File: src/rtl/wb_arbiter_pkg.sv
// Shared types and constants for the writeback arbiter.
// The request record carries a pc field only when WB_TRACE_EN is defined.
// Without the trace build the record is 37 bits wide.
package wb_arbiter_pkg;

  localparam int         REG_NUM = 32;
  localparam logic [4:0] R0      = 5'd0;

  // One writeback request as it travels through the long-latency FIFO.
  typedef struct packed {
`ifdef WB_TRACE_EN
    logic [31:0] pc;
`endif
    logic [4:0]  rd;
    logic [31:0] data;
  } wb_req_t;

  // Source that owns the register-file write port in a given cycle.
  typedef enum logic [1:0] {
    SEL_NONE = 2'd0,
    SEL_PIPE = 2'd1,
    SEL_LL   = 2'd2
  } wb_sel_e;

endpackage

File: src/rtl/wb_arbiter_if.sv
// Bus bundle between the writeback producers, the arbiter and the register
// file. The slave modport is the arbiter's view; master is the environment.
// WB_TRACE_EN adds the pc inputs and the difftest commit outputs.
interface wb_arbiter_if;
  import wb_arbiter_pkg::*;

  logic               pipe_valid;
  logic [4:0]         pipe_rd;
  logic [31:0]        pipe_data;
  logic               pipe_stall;

  logic               ll_valid;
  logic               ll_ready;
  logic [4:0]         ll_rd;
  logic [31:0]        ll_data;

  logic               we;
  logic [4:0]         rd_index;
  logic [31:0]        rd_write;
  logic [REG_NUM-1:0] ll_busy;

`ifdef WB_TRACE_EN
  logic [31:0]        pipe_pc;
  logic [31:0]        ll_pc;
  logic [31:0]        debug_wb_pc;
  logic               debug_wb_we;
  logic [4:0]         debug_wb_rd;
  logic [31:0]        debug_wb_data;
`endif

  modport slave (
`ifdef WB_TRACE_EN
    input  pipe_pc, ll_pc,
    output debug_wb_pc, debug_wb_we, debug_wb_rd, debug_wb_data,
`endif
    input  pipe_valid, pipe_rd, pipe_data, ll_valid, ll_rd, ll_data,
    output pipe_stall, ll_ready, we, rd_index, rd_write, ll_busy
  );

  modport master (
`ifdef WB_TRACE_EN
    output pipe_pc, ll_pc,
    input  debug_wb_pc, debug_wb_we, debug_wb_rd, debug_wb_data,
`endif
    output pipe_valid, pipe_rd, pipe_data, ll_valid, ll_rd, ll_data,
    input  pipe_stall, ll_ready, we, rd_index, rd_write, ll_busy
  );

endinterface

File: src/rtl/wb_fifo.sv
// Synchronous FIFO for long-latency writeback requests.
// Pointers carry an extra wrap bit so full and empty are distinguishable.
// Per-slot valid flags and destination indices are exported so the parent
// can build its pending-destination mask without a second copy of state.
module wb_fifo
  import wb_arbiter_pkg::*;
#(
  parameter int DEPTH = 4
) (
  input  logic                  clk,
  input  logic                  rst,
  input  logic                  push_i,
  input  logic                  pop_i,
  input  wb_req_t               din_i,
  output wb_req_t               head_o,
  output logic                  full_o,
  output logic                  empty_o,
  output logic [DEPTH-1:0]      entry_valid_o,
  output logic [DEPTH-1:0][4:0] entry_rd_o
);

  localparam int AW = $clog2(DEPTH);

  logic [AW:0] wr_ptr_q, wr_ptr_d;
  logic [AW:0] rd_ptr_q, rd_ptr_d;
  logic [AW:0] count;
  logic        do_push;
  logic        do_pop;
  wb_req_t     mem_q [DEPTH];

  assign empty_o = (wr_ptr_q == rd_ptr_q);
  assign full_o  = (wr_ptr_q[AW-1:0] == rd_ptr_q[AW-1:0]) &&
                   (wr_ptr_q[AW] != rd_ptr_q[AW]);
  assign do_push = push_i && !full_o;
  assign do_pop  = pop_i && !empty_o;
  assign count   = wr_ptr_q - rd_ptr_q;

  assign wr_ptr_d = wr_ptr_q + {{AW{1'b0}}, do_push};
  assign rd_ptr_d = rd_ptr_q + {{AW{1'b0}}, do_pop};

  assign head_o = mem_q[rd_ptr_q[AW-1:0]];

  // Pointer registers; resetting them alone empties the FIFO.
  always_ff @(posedge clk or posedge rst) begin
    if (rst) begin
      wr_ptr_q <= '0;
      rd_ptr_q <= '0;
    end else begin
      wr_ptr_q <= wr_ptr_d;
      rd_ptr_q <= rd_ptr_d;
    end
  end

  // Storage write port.
  // NOTE: storage has no reset; slot contents are only trusted when the
  // pointers mark them valid, so clearing the pointers is enough.
  always_ff @(posedge clk) begin
    if (do_push) begin
      mem_q[wr_ptr_q[AW-1:0]] <= din_i;
    end
  end

  // A slot is occupied when its distance from the read index is below count.
  always_comb begin
    entry_valid_o = '0;
    entry_rd_o    = '0;
    for (int i = 0; i < DEPTH; i++) begin
      entry_valid_o[i] = ({1'b0, AW'(i) - rd_ptr_q[AW-1:0]} < count);
      entry_rd_o[i]    = mem_q[i].rd;
    end
  end

endmodule

File: src/rtl/wb_arbiter.sv
// Writeback arbiter: owns the single register-file write port and merges the
// in-order pipeline writeback with queued long-latency results.
// r0 writes are dropped here because the register file does not guard r0.
// A starvation counter forces a pipe stall so a queued result always drains.
// Optional build macro: WB_TRACE_EN (pc tracking and difftest commit port).
module wb_arbiter
  import wb_arbiter_pkg::*;
#(
  parameter int DEPTH        = 4,
  parameter int STARVE_LIMIT = 8
) (
  input  logic         clk,
  input  logic         rst,
  wb_arbiter_if.slave  bus
);

  localparam int SW = $clog2(STARVE_LIMIT) + 1;

  wb_req_t               ll_req;
  wb_req_t               head;
  logic                  fifo_full;
  logic                  fifo_empty;
  logic                  push;
  logic                  pop;
  logic [DEPTH-1:0]      entry_valid;
  logic [DEPTH-1:0][4:0] entry_rd;
  logic                  pipe_present;
  logic                  stall;
  wb_sel_e               sel;
  logic [REG_NUM-1:0]    ll_busy;

  logic [SW-1:0]         starve_q, starve_d;
  logic                  we_q, we_d;
  logic [4:0]            rd_index_q, rd_index_d;
  logic [31:0]           rd_write_q, rd_write_d;

`ifdef WB_TRACE_EN
  logic                  dbg_we_q, dbg_we_d;
  logic [31:0]           dbg_pc_q, dbg_pc_d;
  logic [4:0]            dbg_rd_q, dbg_rd_d;
  logic [31:0]           dbg_data_q, dbg_data_d;
`endif

  // Readiness tracks occupancy only, so producers never see a comb loop.
  assign bus.ll_ready = !fifo_full;
  // r0 results are acknowledged but never occupy a slot.
  assign push = bus.ll_valid && !fifo_full && (bus.ll_rd != R0);

  // The head has waited its limit: upstream must hold for one cycle.
  assign stall          = !fifo_empty && (starve_q == SW'(STARVE_LIMIT - 1));
  assign bus.pipe_stall = stall;

`ifdef WB_TRACE_EN
  // Trace build: an r0 pipe result still takes the slot so it can be
  // reported as a commit, but it never raises we.
  assign pipe_present = bus.pipe_valid;
`else
  assign pipe_present = bus.pipe_valid && (bus.pipe_rd != R0);
`endif

  // Pack the long-latency inputs into a FIFO record.
  always_comb begin
    ll_req      = '0;
    ll_req.rd   = bus.ll_rd;
    ll_req.data = bus.ll_data;
`ifdef WB_TRACE_EN
    ll_req.pc   = bus.ll_pc;
`endif
  end

  wb_fifo #(
    .DEPTH (DEPTH)
  ) u_fifo (
    .clk           (clk),
    .rst           (rst),
    .push_i        (push),
    .pop_i         (pop),
    .din_i         (ll_req),
    .head_o        (head),
    .full_o        (fifo_full),
    .empty_o       (fifo_empty),
    .entry_valid_o (entry_valid),
    .entry_rd_o    (entry_rd)
  );

  // Priority select: forced drain, then pipe, then opportunistic drain.
  always_comb begin
    sel = SEL_NONE;
    if (stall) begin
      sel = SEL_LL;
    end else if (pipe_present) begin
      sel = SEL_PIPE;
    end else if (!fifo_empty) begin
      sel = SEL_LL;
    end
  end

  assign pop = (sel == SEL_LL);

  // Starvation counter: runs only while the head sits there unserved.
  always_comb begin
    starve_d = starve_q + 1'b1;
    if (fifo_empty || pop) begin
      starve_d = '0;
    end
  end

  // Next value of the registered write port.
  // NOTE: every signal gets a default before the case so that no path
  // leaves it unassigned, which would infer a latch.
  always_comb begin
    we_d       = 1'b0;
    rd_index_d = rd_index_q;
    rd_write_d = rd_write_q;
`ifdef WB_TRACE_EN
    dbg_we_d   = 1'b0;
    dbg_pc_d   = dbg_pc_q;
    dbg_rd_d   = dbg_rd_q;
    dbg_data_d = dbg_data_q;
`endif
    case (sel)
      SEL_PIPE: begin
        we_d       = (bus.pipe_rd != R0);
        rd_index_d = bus.pipe_rd;
        rd_write_d = bus.pipe_data;
`ifdef WB_TRACE_EN
        dbg_we_d   = 1'b1;
        dbg_pc_d   = bus.pipe_pc;
        dbg_rd_d   = bus.pipe_rd;
        dbg_data_d = bus.pipe_data;
`endif
      end
      SEL_LL: begin
        we_d       = 1'b1;
        rd_index_d = head.rd;
        rd_write_d = head.data;
`ifdef WB_TRACE_EN
        dbg_we_d   = 1'b1;
        dbg_pc_d   = head.pc;
        dbg_rd_d   = head.rd;
        dbg_data_d = head.data;
`endif
      end
      default: ;
    endcase
  end

  // Output stage and starvation counter registers.
  // NOTE: state is updated with non-blocking assignments so every register
  // samples its inputs from before the edge, independent of statement order.
  always_ff @(posedge clk or posedge rst) begin
    if (rst) begin
      we_q       <= 1'b0;
      rd_index_q <= '0;
      rd_write_q <= '0;
      starve_q   <= '0;
    end else begin
      we_q       <= we_d;
      rd_index_q <= rd_index_d;
      rd_write_q <= rd_write_d;
      starve_q   <= starve_d;
    end
  end

`ifdef WB_TRACE_EN
  // Difftest commit port, registered in step with we.
  always_ff @(posedge clk or posedge rst) begin
    if (rst) begin
      dbg_we_q   <= 1'b0;
      dbg_pc_q   <= '0;
      dbg_rd_q   <= '0;
      dbg_data_q <= '0;
    end else begin
      dbg_we_q   <= dbg_we_d;
      dbg_pc_q   <= dbg_pc_d;
      dbg_rd_q   <= dbg_rd_d;
      dbg_data_q <= dbg_data_d;
    end
  end

  assign bus.debug_wb_we   = dbg_we_q;
  assign bus.debug_wb_pc   = dbg_pc_q;
  assign bus.debug_wb_rd   = dbg_rd_q;
  assign bus.debug_wb_data = dbg_data_q;
`endif

  // Pending-destination mask, derived straight from the occupied slots so a
  // bit stays set while any queued entry still targets that register.
  always_comb begin
    ll_busy = '0;
    for (int i = 0; i < DEPTH; i++) begin
      if (entry_valid[i]) begin
        ll_busy[entry_rd[i]] = 1'b1;
      end
    end
    ll_busy[R0] = 1'b0;
  end

  assign bus.ll_busy  = ll_busy;
  assign bus.we       = we_q;
  assign bus.rd_index = rd_index_q;
  assign bus.rd_write = rd_write_q;

endmodule

File: src/flat_wrapper.sv
// flat-port wrapper written by rule: the top's interface ports become plain ports
module wb_arbiter_flat import wb_arbiter_pkg::*;
#(
  parameter int DEPTH        = 4,
  parameter int STARVE_LIMIT = 8
)
  (clk, rst, bus_pipe_valid, bus_pipe_rd, bus_pipe_data, bus_ll_valid, bus_ll_rd, bus_ll_data, bus_pipe_stall, bus_ll_ready, bus_we, bus_rd_index, bus_rd_write, bus_ll_busy);
  wb_arbiter_if bus_i ();
  input  logic clk;
  input  logic rst;
  input wire logic [$bits(bus_i.pipe_valid)-1:0] bus_pipe_valid;
  input wire logic [$bits(bus_i.pipe_rd)-1:0] bus_pipe_rd;
  input wire logic [$bits(bus_i.pipe_data)-1:0] bus_pipe_data;
  input wire logic [$bits(bus_i.ll_valid)-1:0] bus_ll_valid;
  input wire logic [$bits(bus_i.ll_rd)-1:0] bus_ll_rd;
  input wire logic [$bits(bus_i.ll_data)-1:0] bus_ll_data;
  output wire logic [$bits(bus_i.pipe_stall)-1:0] bus_pipe_stall;
  output wire logic [$bits(bus_i.ll_ready)-1:0] bus_ll_ready;
  output wire logic [$bits(bus_i.we)-1:0] bus_we;
  output wire logic [$bits(bus_i.rd_index)-1:0] bus_rd_index;
  output wire logic [$bits(bus_i.rd_write)-1:0] bus_rd_write;
  output wire logic [$bits(bus_i.ll_busy)-1:0] bus_ll_busy;
  assign bus_i.pipe_valid = bus_pipe_valid;
  assign bus_i.pipe_rd = bus_pipe_rd;
  assign bus_i.pipe_data = bus_pipe_data;
  assign bus_i.ll_valid = bus_ll_valid;
  assign bus_i.ll_rd = bus_ll_rd;
  assign bus_i.ll_data = bus_ll_data;
  assign bus_pipe_stall = bus_i.pipe_stall;
  assign bus_ll_ready = bus_i.ll_ready;
  assign bus_we = bus_i.we;
  assign bus_rd_index = bus_i.rd_index;
  assign bus_rd_write = bus_i.rd_write;
  assign bus_ll_busy = bus_i.ll_busy;
  wb_arbiter #(.DEPTH(DEPTH), .STARVE_LIMIT(STARVE_LIMIT)) u_core (.clk(clk), .rst(rst), .bus(bus_i));
endmodule
File: config.mk
export PLATFORM = sky130hd
export DESIGN_NAME = wb_arbiter_flat
export DESIGN_NICKNAME = d
export VERILOG_FILES = /design/src/rtl/wb_arbiter_pkg.sv /design/src/rtl/wb_arbiter_if.sv /design/src/rtl/wb_fifo.sv /design/src/rtl/wb_arbiter.sv /design/src/flat_wrapper.sv
export SDC_FILE = /design/constraint.sdc
export NUM_CORES = 1
export LEC_CHECK = 0
export ABC_AREA = 1
export BUFFER_PORTS_ARGS = -buffer_cell sky130_fd_sc_hd__buf_2
export CELL_PAD_IN_SITES_DETAIL_PLACEMENT = 1
export CELL_PAD_IN_SITES_GLOBAL_PLACEMENT = 2
export CORE_MARGIN = 4
export CORE_UTILIZATION = 34
export CTS_CLUSTER_DIAMETER = 100
export CTS_CLUSTER_SIZE = 14
export DETAILED_ROUTE_END_ITERATION = 16
export GPL_ROUTABILITY_DRIVEN = 0
export HOLD_SLACK_MARGIN = 0.15
export PLACE_DENSITY = 0.86
export SLEW_MARGIN = 20
export SYNTH_ARGS = -nofsm -noshare
export SYNTH_HDL_FRONTEND = slang
export SYNTH_SLANG_ARGS = --single-unit
File: constraint.sdc
create_clock -name clk -period 5.35 [get_ports clk]
set_clock_uncertainty 0.1 [all_clocks]
set_input_delay 0 -clock clk [delete_from_list [all_inputs] [get_ports clk]]
set_output_delay 0 -clock clk [all_outputs]
set_load 0.02 [all_outputs]
==> impl_metrics.json, run 1 <==
{
  "die_y_um": 178,
  "ys_ff_latch": 196,
  "endpoint_kind": "register",
  "drive_gt1_frac": 0.155,
  "grt_max_degree": 54,
  "crit_fanout": 41,
  "worstMarginPinSlew_ns": 0.865,
  "timing.final.ws_setup_ns": 1.89,
  "via_per_inst": 4.80,
  "clkLatencyLatePin_ns": 0.44,
  "worstPathRequired_ns": 5.58,
  "htreeDepth": 4,
  "path_class": "register to register",
  "numPlacedInstances": 1646,
  "fin_crit_ns": 3.46,
  "synth-seq-area-share": 0.574,
  "yosys.cell_types.count": 29,
  "cts.sinks": 196,
  "ys_async_sr_fraction": 0.245,
  "die_area_um2": 31700,
  "final_common_cell": "nand2_1",
  "multiInputGateArea_um2": 3490,
  "route.detailed.drc": 0,
  "synth_ff_type": "edfxtp_1",
  "grt_pass1_vias": 9018,
  "status": "finished clean",
  "vdd_ir_drop_max_mv": 0.525,
  "min_period_over_period": 0.647,
  "p_leak_nw": 5.50,
  "post-place-ws_ns": 1.92,
  "wl_um": 31100,
  "final_cell_mix": "nand2_1 (412), nor2_1 (212), buf_2 (148), edfxtp_1 (148), inv_1 (109)",
  "die_x_um": 178,
  "crit_slowest_cell": "ha_2",
  "grt-ovfl-total": 0,
  "cts_made_buffers": 17,
  "cp_top_family": "adder cells",
  "ios": 150,
  "avgSynthCellArea_um2": 8.55,
  "grt_usage": 0.203,
  "hold_violations": 0,
  "vias": 8434,
  "ctsRootBufferMaster": "clkbuf_16",
  "max_freq_ghz": 0.289,
  "path_clk_slew_ns": 0.08,
  "tritoncts": "yes",
  "synth_edf_count": 148,
  "finalSetupTns_ns": 0,
  "nFillCells": 3347,
  "path_cells": "inv_1, ha_1, nand2_1, inv_1, nand2_1, nand2_1, nand3_1, inv_1, nor2_1, inv_1, ha_2, buf_4, nor2_1, nand2_1, nand2_1",
  "syn-instance-count": 1149,
  "rsz0062_at_grt": "no",
  "cts_buffer_depth": 2,
  "dp_hpwl_um": 21300,
  "startpoint_type": "register",
  "min_path_type": "primary input to asynchronous set/reset pin",
  "fin_nets": 1457,
  "synth_fp_nets": 1242,
  "first_pass_iters": 5,
  "core_area_um2": 28200,
  "drtIter0Drc": 466,
  "max_stage_delay_ns": 0.82,
  "setup_viol": 0,
  "power_density_nw_per_um2": 549,
  "ant_nets": 0,
  "row_count": 61,
  "path_buf_inv": 5,
  "ys_warn_count": 0,
  "crit_arrival_ns": 3.69,
  "initial_utilization": 0.349,
  "area_growth_pct": 24.5,
  "slew_headroom": 0.423,
  "drv_cap": 0,
  "finalNonFillerCells": 1756,
  "grt_pass1_wl_um": 49400,
  "regArea_um2": 5650,
  "worst_path_most_repeated_cell": "nand2_1",
  "grt_antenna_before_repair": 2,
  "portBuffers": 148,
  "drv_slew": 0,
  "synthesis.area_um2": 9830,
  "avgRoutedWirePerCell_um": 17.7
}
## logic make-up after synthesis
kind of cell | after synthesis | synth area share
simple gates | 717 | 0.291
flops | 196 | 0.574
buf+inv | 155 | 0.0726
compound gates | 62 | 0.0395
fa+ha+maj | 15 | 0.0199
xor+xnor | 3 | 0.00267
other cells | 1 | 0.000382
## sequential cells by signal (all words and copies together) (netlist names)
| signal | cells |
|---|---|
| u_core.bus.rd_index | 5 |
| u_core.bus.rd_write | 32 |
| u_core.bus.we | 1 |
| u_core.starve_q | 4 |
| u_core.u_fifo.mem_q | 148 |
| u_core.u_fifo.rd_ptr_q | 3 |
| u_core.u_fifo.wr_ptr_q | 3 |
## layer usage
| metal | GRT usage | up-vias | part of all wire |
|---|---|---|---|
| met4 | 0.0480 | 2 | 0.015 |
| met2 | 0.359 | 182 | 0.50 |
| li1 | - | 4098 | - |
| met1 | 0.254 | 4123 | 0.43 |
| met5 | 0 | - | 0.00026 |
| met3 | 0.0426 | 29 | 0.049 |
## worst paths after layout
kind	cells after the start	startpoint	slack (ns)	endpoint
worst max-delay path	15	u_core.u_fifo.rd_ptr_q[1]$_DFF_PP0_	1.89	u_core.bus.rd_write[12]$_DFFE_PP0P_
min in group clk	2	bus_ll_data[15]	0.21	u_core.u_fifo.mem_q[0][15]$_DFFE_PP_
worst min-delay path	4	rst	0.21	u_core.starve_q[0]$_DFF_PP0_
max in group asynchronous	4	rst	4.46	u_core.bus.rd_write[3]$_DFFE_PP0P_
worst max register to register	15	u_core.u_fifo.rd_ptr_q[1]$_DFF_PP0_	1.89	u_core.bus.rd_write[12]$_DFFE_PP0P_
worst min register to register	1	u_core.starve_q[0]$_DFF_PP0_	0.37	u_core.starve_q[0]$_DFF_PP0_
## worst register-to-register path: stages, from the launching register on
cell and delay [ns]:
dfrtp_1 0.48, inv_1 0.16, ha_1 0.30, nand2_1 0.06
inv_1 0.05, nand2_1 0.12, nand2_1 0.10, nand3_1 0.12
inv_1 0.07, nor2_1 0.14, inv_1 0.07, ha_2 0.82
buf_4 0.48, nor2_1 0.15, nand2_1 0.09, nand2_1 0.07
## power breakdown
part	total (mW)	internal (mW)	switching [mW]	leakage (nW)
Clock	1.28	0.667	0.617	0.294
Combinational	3.09	0.828	2.26	3.27
Sequential	2.34	2.10	0.233	1.94
## Yosys cell counts (6+ instances only)
master    count  share of area
ha_1         14          0.018
buf_4         8         0.0061
buf_6        12          0.014
nor3_1        6         0.0031
inv_1       110          0.042
dfrtp_1      48           0.12
clkbuf_1     11         0.0042
nand4_1      19          0.012
nand2_1     412           0.16
buf_2         9         0.0046
a21oi_1      16         0.0081
o21ai_1      12         0.0061
nand2_2       6         0.0038
nand3_1      56          0.029
a22oi_1      27          0.021
edfxtp_1    148           0.45
nor2_1      212          0.081
## through the flow
stage	area, um2	hold slack [ns]	util	power, mW
finish	12200	0.206	0.434	6.71
global placement	10900	0.113	0.386	5.36
CTS	12200	0.191	0.434	6.78
global route	12200	0.209	0.434	7.23
floorplan	9830	-0.00113	-	4.63
detailed placement	10900	0.120	0.386	5.45
## layout make-up
type,count,area share
sequential,196,0.461
multi-input combinational,798,0.286
timing repair buffer,238,0.131
tap,378,0.0387
clock buffer,17,0.0348
inverter,113,0.0347
clock inverter,15,0.0133
antenna,1,0.000204
## what timing repair did
action | 4_1_cts | 5_1_grt
gates resized for setup | 0 | 0
setup buffers | 0 | 0
hold endpoints to repair | 239 | 0
hold buffers | 77 | 0
No activity file was read; power rests on OpenSTA's default activity.
==> run 2: changes to the inputs <==
Settings changed: CORE_UTILIZATION 34 to 31, PLACE_DENSITY 0.86 to 0.83.
Clock period 5.35 ns to 3.18 ns, I/O delays scaled along.
==> run 2 against run 1 <==
Compared with the run above: first-iteration DRC count grew 0.21%; non-clock buffer count grew 13; utilization shrank 2.4 points; design area grew 3.7%; register-to-register slack lost 1.4 ns; largest power group unchanged; die area grew 9.2%; total power grew 93%; cell count grew 2.1%; wire length grew 6.0%; sequential power grew 67%; via count grew 1.1%; critical endpoint is now bus_ll_busy[8]; critical path depth is the same; critical path type is now register to output port.
==> impl_metrics.json, run 2 (same netlist as run 1, synthesis figures left out) <==
{
  "htreeDepth": 4,
  "drive_gt1_frac": 0.172,
  "regToRegSetupSlack_ns": 0.44,
  "fin_crit_ns": 3.02,
  "cts_buffer_depth": 2,
  "fin_util": 0.411,
  "timing.final.ws_setup_ns": 0.162,
  "row_count": 64,
  "worstMarginPinSlew_ns": 0.657,
  "portBuffers": 148,
  "power.total_mw": 12.9,
  "cts.sinks": 196,
  "die_x_um": 186,
  "final_cell_mix": "nand2_1 (409), nor2_1 (212), edfxtp_1 (148), buf_2 (138), inv_1 (107)",
  "die_y_um": 186,
  "min_period_over_period": 0.949,
  "setup_viol": 0,
  "clkLatencyLatePin_ns": 0.43,
  "drtIter0Drc": 467,
  "nFillCells": 3650,
  "vias": 8528,
  "first_pass_iters": 5,
  "area_growth_pct": 29.1,
  "p_leak_nw": 5.63,
  "hold_violations": 0,
  "grt_usage": 0.190,
  "worstPathRequired_ns": 3.08,
  "tritoncts": "yes",
  "slew_headroom": 0.561,
  "grt_pass1_wl_um": 50500,
  "place_area_um2": 11000,
  "die_area_um2": 34600,
  "initial_utilization": 0.318,
  "crit_arrival_ns": 2.92,
  "avgRoutedWirePerCell_um": 18.4,
  "crit_fanout": 8,
  "endpoint_kind": "output port",
  "vdd_ir_drop_max_mv": 0.490,
  "largest_reg_flops": 148,
  "grt-ovfl-total": 0,
  "whs_ns": 0.204,
  "ios": 150,
  "status": "finished clean",
  "via_per_inst": 4.76,
  "route.detailed.drc": 0,
  "min_path_type": "primary input to register",
  "max_freq_ghz": 0.331,
  "stdcell_area_um2": 12700,
  "drv_cap": 0,
  "ant_nets": 0,
  "dp_hpwl_um": 22000,
  "cts_made_buffers": 17,
  "wl_um": 32900,
  "final_common_cell": "nand2_1",
  "path_clk_slew_ns": 0.07,
  "startpoint_type": "register",
  "core_area_um2": 30900,
  "path_class": "register to output port",
  "post-place-ws_ns": 0.0922,
  "drv_slew": 0,
  "power_density_nw_per_um2": 1020,
  "grt_pass1_vias": 9035,
  "fin_nets": 1473,
  "grt_max_degree": 54,
  "ctsRootBufferMaster": "clkbuf_16",
  "grt_antenna_before_repair": 4
}
-- run 2: changes by cell type in the layout (fill, tap and decap cells not counted), moves of 3 or more --
cell	change
dfrtp_1	-3
nor3_4	+4
nor3_2	-4
dfrtp_2	+3
buf_2	-10
nand2_8	+4
nand2_1	-3
buf_4	+9
buf_12	+9
-- run 2: power by group --
group          internal (mW)  total [mW]  leakage, nW  switching, mW
clock network           1.11        2.10        0.276          0.993
logic                   2.35        6.93         3.42           4.58
registers               3.54        3.91         1.93          0.366
total                   7.00        12.9         5.63           5.94
-- run 2: metal layers --
metal | wire, um | GRT usage | up-vias
li1 | - | - | 4143
met1 | 13900 | 0.233 | 4136
met2 | 16700 | 0.338 | 199
met3 | 1550 | 0.0375 | 48
met4 | 781 | 0.0557 | 2
met5 | 12 | 0 | -
-- run 2: worst max-delay path: stages, from the launching register on --
cell      delay [ns]
dfrtp_2         0.43
inv_4           0.06
ha_2            0.17
inv_1           0.06
fa_1            0.49
inv_2           0.07
ha_1            0.28
inv_1           0.06
o21bai_4        0.18
buf_12          0.14
nand2_4         0.09
nand2_1         0.09
nand2_1         0.05
inv_1           0.09
nand2_1         0.08
buf_2           0.16
-- run 2: cell type report --
| class | count | area [um2] | area share |
|---|---|---|---|
| Antenna cell | 3 | 7.51 | 0.000592 |
| Clock buffer | 18 | 429 | 0.0338 |
| Clock inverter | 14 | 140 | 0.0110 |
| Inverter | 113 | 427 | 0.0336 |
| Multi-Input combinational cell | 801 | 3650 | 0.287 |
| Sequential cell | 196 | 5650 | 0.445 |
| Tap cell | 396 | 495 | 0.0390 |
| Timing Repair Buffer | 251 | 1890 | 0.149 |
-- run 2: path summary, 6_finish.rpt --
kind / endpoint / start / cells past startpoint
worst max-delay path: bus_ll_busy[8] / u_core.u_fifo.wr_ptr_q[0]$_DFF_PP0_ / 15
worst min-delay path: u_core.u_fifo.wr_ptr_q[0]$_DFF_PP0_ / bus_ll_valid / 4
worst max register to register: u_core.bus.we$_DFF_PP0_ / u_core.u_fifo.rd_ptr_q[1]$_DFF_PP0_ / 14
worst min register to register: u_core.starve_q[0]$_DFF_PP0_ / u_core.starve_q[0]$_DFF_PP0_ / 1
max in group asynchronous: u_core.bus.rd_write[8]$_DFFE_PP0P_ / rst / 5
min in group asynchronous: u_core.bus.rd_write[19]$_DFFE_PP0P_ / rst / 4
-- run 2: timing repair --
item	in CTS	in global routing
buffers inserted	1	7
resized for setup	11	26
pin swaps	2	3
hold endpoints to repair	234	0
hold buffers	77	0
endpoints found under the setup margin	31	31
cloned	2	4
-- run 2: through the flow --
step | cells | TNS [ns]
after floorplan | 1149 | -31.30
after CTS | 1778 | 0
after global routing | 1792 | -0.0262
final | 1792 | 0
after global placement | 1666 | 0
after detailed placement | 1666 | 0
